File: src/rtl/seq_divider_pkg.sv
// -----------------------------------------------------------------------------
// seq_divider_pkg
//   Shared definitions for the sequential restoring divider.
//   - state_t       : controller states (IDLE, CALC, FIX)
//   - DEFAULT_WIDTH : default operand/result width in bits
// -----------------------------------------------------------------------------
package seq_divider_pkg;

  localparam int DEFAULT_WIDTH = 32;

  typedef enum logic [1:0] {
    ST_IDLE = 2'd0,
    ST_CALC = 2'd1,
    ST_FIX  = 2'd2
  } state_t;

endpackage : seq_divider_pkg

File: src/rtl/seq_divider_sub_nbit.sv
// -----------------------------------------------------------------------------
// sub_nbit
//   Combinational WIDTH-bit subtractor used for the divider's trial subtract.
//   The difference is formed as a + ~b + 1; a borrow is the absence of a
//   carry out of the top bit.
//
// Ports
//   a      in   WIDTH  minuend
//   b      in   WIDTH  subtrahend
//   diff   out  WIDTH  a - b (modulo 2^WIDTH)
//   borrow out  1      1 when b > a (unsigned)
// -----------------------------------------------------------------------------
module sub_nbit #(
  parameter int WIDTH = 33
) (
  input  logic [WIDTH-1:0] a,
  input  logic [WIDTH-1:0] b,
  output logic [WIDTH-1:0] diff,
  output logic             borrow
);

  logic [WIDTH:0] sum_ext;

  assign sum_ext = {1'b0, a} + {1'b0, ~b} + {{WIDTH{1'b0}}, 1'b1};
  assign diff    = sum_ext[WIDTH-1:0];
  assign borrow  = ~sum_ext[WIDTH];

endmodule : sub_nbit

File: src/rtl/seq_divider.sv
// -----------------------------------------------------------------------------
// seq_divider
//   Multi-cycle restoring divider, one quotient bit per clock, supporting
//   signed (DIV) and unsigned (DIVU) operation. Operands are reduced to
//   magnitudes on acceptance, divided unsigned over WIDTH CALC cycles, and
//   sign-corrected in a single FIX cycle.
//
// Ports
//   clk          in   1      clock, rising edge
//   rst          in   1      asynchronous active-high reset
//   start        in   1      request pulse, honoured only while idle
//   is_signed    in   1      1 = two's-complement divide, 0 = unsigned
//   dividend     in   WIDTH  numerator, captured with start
//   divisor      in   WIDTH  denominator, captured with start
//   busy         out  1      operation in progress
//   done         out  1      one-cycle pulse, results valid
//   quotient     out  WIDTH  LO result, held until next completion
//   remainder    out  WIDTH  HI result, held until next completion
//   div_by_zero  out  1      divisor was zero in the last operation
// -----------------------------------------------------------------------------
module seq_divider
  import seq_divider_pkg::*;
#(
  parameter int WIDTH = DEFAULT_WIDTH
) (
  input  logic             clk,
  input  logic             rst,
  input  logic             start,
  input  logic             is_signed,
  input  logic [WIDTH-1:0] dividend,
  input  logic [WIDTH-1:0] divisor,
  output logic             busy,
  output logic             done,
  output logic [WIDTH-1:0] quotient,
  output logic [WIDTH-1:0] remainder,
  output logic             div_by_zero
);

  localparam int                CNT_W     = $clog2(WIDTH) + 1;
  localparam logic [CNT_W-1:0]  LAST_ITER = CNT_W'(WIDTH - 1);

  // Two's-complement negation on an explicitly signed value.
  function automatic logic signed [WIDTH-1:0] negate(input logic signed [WIDTH-1:0] v);
    return -v;
  endfunction

  // Magnitude of an operand: absolute value in signed mode, raw otherwise.
  // The most-negative value maps to itself, which is its correct unsigned
  // magnitude.
  function automatic logic [WIDTH-1:0] magnitude(input logic [WIDTH-1:0] v,
                                                 input logic             sgn);
    logic signed [WIDTH-1:0] sv;
    sv = v;
    if (sgn && sv[WIDTH-1]) return negate(sv);
    return v;
  endfunction

  state_t             state_q, state_d;
  logic               accept, fix;

  logic [WIDTH-1:0]   quo_q;       // dividend bits shift out the top, quotient bits in the bottom
  logic [WIDTH:0]     rem_q;       // partial remainder
  logic [WIDTH-1:0]   dvs_mag_q;
  logic [WIDTH-1:0]   dvd_raw_q;   // original dividend, returned as remainder on divide-by-zero
  logic               neg_dvd_q, neg_dvs_q;
  logic [CNT_W-1:0]   cnt_q;

  logic [WIDTH-1:0]   quotient_q, remainder_q;
  logic               done_q, dbz_q;

  logic [WIDTH:0]     shifted;
  logic [WIDTH:0]     trial_diff;
  logic               trial_borrow;

  logic [WIDTH-1:0]   quo_fix, rem_fix;
  logic               dbz_fix;

  // ---------------------------------------------------------------------------
  // Trial subtraction: shift next dividend bit into the partial remainder
  // ---------------------------------------------------------------------------
  assign shifted = {rem_q[WIDTH-1:0], quo_q[WIDTH-1]};

  sub_nbit #(
    .WIDTH (WIDTH + 1)
  ) u_sub (
    .a      (shifted),
    .b      ({1'b0, dvs_mag_q}),
    .diff   (trial_diff),
    .borrow (trial_borrow)
  );

  // ---------------------------------------------------------------------------
  // Controller: next state and control strobes
  // ---------------------------------------------------------------------------
  always_comb begin
    state_d = state_q;
    accept  = 1'b0;
    fix     = 1'b0;
    case (state_q)
      ST_IDLE: begin
        if (start) begin
          accept  = 1'b1;
          state_d = ST_CALC;
        end
      end
      ST_CALC: begin
        if (cnt_q == LAST_ITER) state_d = ST_FIX;
      end
      ST_FIX: begin
        fix     = 1'b1;
        state_d = ST_IDLE;
      end
      default: state_d = ST_IDLE;
    endcase
  end

  always_ff @(posedge clk or posedge rst) begin
    if (rst) state_q <= ST_IDLE;
    else     state_q <= state_d;
  end

  // ---------------------------------------------------------------------------
  // Sign correction and divide-by-zero override for the FIX cycle
  // ---------------------------------------------------------------------------
  always_comb begin
    quo_fix = (neg_dvd_q ^ neg_dvs_q) ? negate(quo_q) : quo_q;
    rem_fix = neg_dvd_q ? negate(rem_q[WIDTH-1:0]) : rem_q[WIDTH-1:0];
    dbz_fix = 1'b0;
    // The raw iteration already yields all-ones for a zero divisor, but the
    // sign fix would disturb it, so both results are forced here.
    if (dvs_mag_q == '0) begin
      quo_fix = '1;
      rem_fix = dvd_raw_q;
      dbz_fix = 1'b1;
    end
  end

  // ---------------------------------------------------------------------------
  // Datapath: operand capture on accept, one restoring step per CALC cycle
  // ---------------------------------------------------------------------------
  always_ff @(posedge clk or posedge rst) begin
    if (rst) begin
      quo_q     <= '0;
      rem_q     <= '0;
      dvs_mag_q <= '0;
      dvd_raw_q <= '0;
      neg_dvd_q <= 1'b0;
      neg_dvs_q <= 1'b0;
      cnt_q     <= '0;
    end else if (accept) begin
      quo_q     <= magnitude(dividend, is_signed);
      dvs_mag_q <= magnitude(divisor, is_signed);
      dvd_raw_q <= dividend;
      neg_dvd_q <= is_signed & dividend[WIDTH-1];
      neg_dvs_q <= is_signed & divisor[WIDTH-1];
      rem_q     <= '0;
      cnt_q     <= '0;
    end else if (state_q == ST_CALC) begin
      if (trial_borrow) begin
        rem_q <= shifted;
        quo_q <= {quo_q[WIDTH-2:0], 1'b0};
      end else begin
        rem_q <= trial_diff;
        quo_q <= {quo_q[WIDTH-2:0], 1'b1};
      end
      cnt_q <= cnt_q + CNT_W'(1);
    end
  end

  // ---------------------------------------------------------------------------
  // Result registers and completion pulse
  // ---------------------------------------------------------------------------
  always_ff @(posedge clk or posedge rst) begin
    if (rst) begin
      quotient_q  <= '0;
      remainder_q <= '0;
      dbz_q       <= 1'b0;
      done_q      <= 1'b0;
    end else begin
      done_q <= fix;
      if (fix) begin
        quotient_q  <= quo_fix;
        remainder_q <= rem_fix;
        dbz_q       <= dbz_fix;
      end
    end
  end

  assign busy        = (state_q != ST_IDLE);
  assign done        = done_q;
  assign quotient    = quotient_q;
  assign remainder   = remainder_q;
  assign div_by_zero = dbz_q;

endmodule : seq_divider

File: config.mk
export PLATFORM = sky130hd
export DESIGN_NAME = seq_divider
export DESIGN_NICKNAME = d
export VERILOG_FILES = /design/src/rtl/seq_divider_pkg.sv /design/src/rtl/seq_divider_sub_nbit.sv /design/src/rtl/seq_divider.sv
export SDC_FILE = /design/constraint.sdc
export NUM_CORES = 1
export LEC_CHECK = 0
export BUFFER_PORTS_ARGS = -buffer_cell sky130_fd_sc_hd__buf_2
export CAP_MARGIN = 20
export CORE_MARGIN = 4
export CORE_UTILIZATION = 54
export CTS_CLUSTER_DIAMETER = 40
export DETAILED_ROUTE_END_ITERATION = 8
export PLACE_DENSITY = 0.8
export SKIP_CTS_REPAIR_TIMING = 1
export SYNTH_ARGS = -nofsm -noshare
export SYNTH_HDL_FRONTEND = slang
export SYNTH_HIERARCHICAL = 1
export SYNTH_SLANG_ARGS = --single-unit
File: constraint.sdc
create_clock -name clk -period 7 [get_ports clk]
set_input_delay 1.4 -clock clk [delete_from_list [all_inputs] [get_ports clk]]
set_output_delay 1.4 -clock clk [all_outputs]
set_load 0.005 [all_outputs]
==> reports/results.ini <==
[floorplan]
initial_core_util_pct = 55.0
ios = 135
core_sq_um = 23500
rows = 56
die_x_um = 163
dieHeight_um = 163
die_area_sq_um = 26500

[detailed_routing]
wire_per_inst_um = 17.6
drtPass1Iterations = 5
drc = 0
vias_per_cell = 5.95
finalWirelength_um = 35100
drtIter0Drc = 1149
ant_nets = 0
via_count = 11900

[logic_synthesis]
syn_area_per_cell_sq_um = 8.27
yosysWarnings = 6
synth_area_sq_um = 12900
syn_nets = 1672
synth_cells = 1565

[hold_path]
min_path_type = flip-flop to flip-flop
min_to = dvd_raw_q[21]
hold_path_depth = 2
min_from = dvd_raw_q[21]

[sta]
min_period_ps = 3610
max_freq_mhz = 277
slew_headroom_pct = 24.6
finalClockSkew_ps = 19.4
fin_hold_ws_ps = 473
tightest_slew_ps = 1120
period_share_pct = 51.6
finalMaxSlewViolations = 0
tns_ps = 0
setup_violations = 0
final-hold-violation-count = 0
rsz0062_at_grt = no

[worst_setup_path]
reg2reg_to = rem_q[20]
critPathMaxFanout = 27
required_ps = 7400
timing.rr.start = rem_q[23]
critical_path.endpoint_type = flip-flop
worst_r2r_path_depth = 11
crit_path_start_kind = flip-flop
critPathArrivalTime_ps = 4010
reg2reg_slack_ps = 3390
crit_type = flip-flop to flip-flop

[clocking]
cts_buffers = 31
clock_path_buffers = 3
htree_levels = 1
cts_sinks = 204
cts.clk_slew.worst_paths_ps = 50
cts_root_buf = clkbuf_16
clk_latency_ps = 560
cts_tree = built

[finish]
drive_gt1_share_pct = 13.5
final_cells = 1997
area_delta_synth_final_pct = 14.6
num_antenna_cells = 0
final_nets = 1760

[global_routing]
grt_pass1_wl_um = 57200
grt_max_degree = 127
antenna_found_initial = 2
grt_pass1_vias = 11400
overflow = 0
gr-usage-all-layers_pct = 25.9

[placement]
routabilityCongestion = 0.945
hpwl_um = 24900
portBuffers = 134
dp_cells = 1938

[pwr]
power_density_nw_per_um2 = 450
power.total_mw = 6.67
cellLeakagePower_nw = 6.48
peakVddDrop_v = 0.000179

[job]
drv_cap = 0

[run_status]
status = finished clean

[state kept, by name (all words and copies together), names as in the netlist]
name and flops:
cnt_q 6, div_by_zero 1, done 1, dvd_raw_q 32
dvs_mag_q 32, neg_dvd_q 1, neg_dvs_q 1, quo_q 32
quotient 32, rem_q 32, remainder 32, state_q 2
[worst max-delay path, stage by stage, from the launching register on]
cell,delay (ps)
dfrtp_1,510
ha_1,480
a21oi_1,230
o21ai_0,140
a21o_1,190
a221o_1,290
a31oi_1,290
o21ai_1,180
a21oi_4,330
buf_4,470
mux2i_1,260
o21ai_0,90
[cells in the final DEF, fill, tap and decap left out, drive strengths merged, types with 16 or more instances in the layout]
cell type,n
o21ai,158
and3,24
ha,38
o31ai,20
dfrtp,204
xnor2,64
buf,145
a31oi,24
o41ai,16
nand3,60
nor3,27
nor2,114
nand2,271
nor4,22
a21oi,116
inv,63
mux2i,37
xor2,81
clkbuf,38
[power by group]
group          leakage, nW  internal, mW  total, mW  switching [mW]
Combinational         3.55          1.30       3.06            1.76
Clock                0.497         0.969       1.57           0.596
Sequential            2.44          1.53       2.04           0.517
[per-stage QoR]
stage	utilization, %	area, sq um	setup slack, ps
2_1_floorplan	-	12900	32.6
3_3_place_gp	58.4	13800	3350
3_5_place_dp	58.4	13800	3260
4_1_cts	63.0	14800	3440
5_1_grt	63.0	14800	3130
6_report	63.0	14800	3390
[worst max-delay path by stage]
stage	start	end	depth (start not counted)
floorplan	rst	cnt_q[0]	1
global placement	divisor[0]	dvs_mag_q[26]	9
detailed placement	divisor[0]	dvs_mag_q[26]	9
CTS	rem_q[23]	rem_q[20]	11
global route	rem_q[23]	rem_q[15]	11
finish	rem_q[23]	rem_q[20]	11
[layout make-up]
class	instances	area [sq um]
Timing Repair Buffer	145	753
Clock buffer	38	832
Fill cell	2069	8710
Tap cell	319	399
Sequential cell	204	5100
Clock inverter	20	235
Inverter	59	229
Multi-Input combinational cell	1212	7280
[layer usage]
layer	global-route usage [%]	vias to the layer above	share of wire, %
li1	-	5660	-
met1	35.7	5665	42
met2	42.7	468	47
met3	4.43	79	8.2
met4	7.09	4	2.5
met5	0	-	0.071
(Power assumes the default switching activity.)
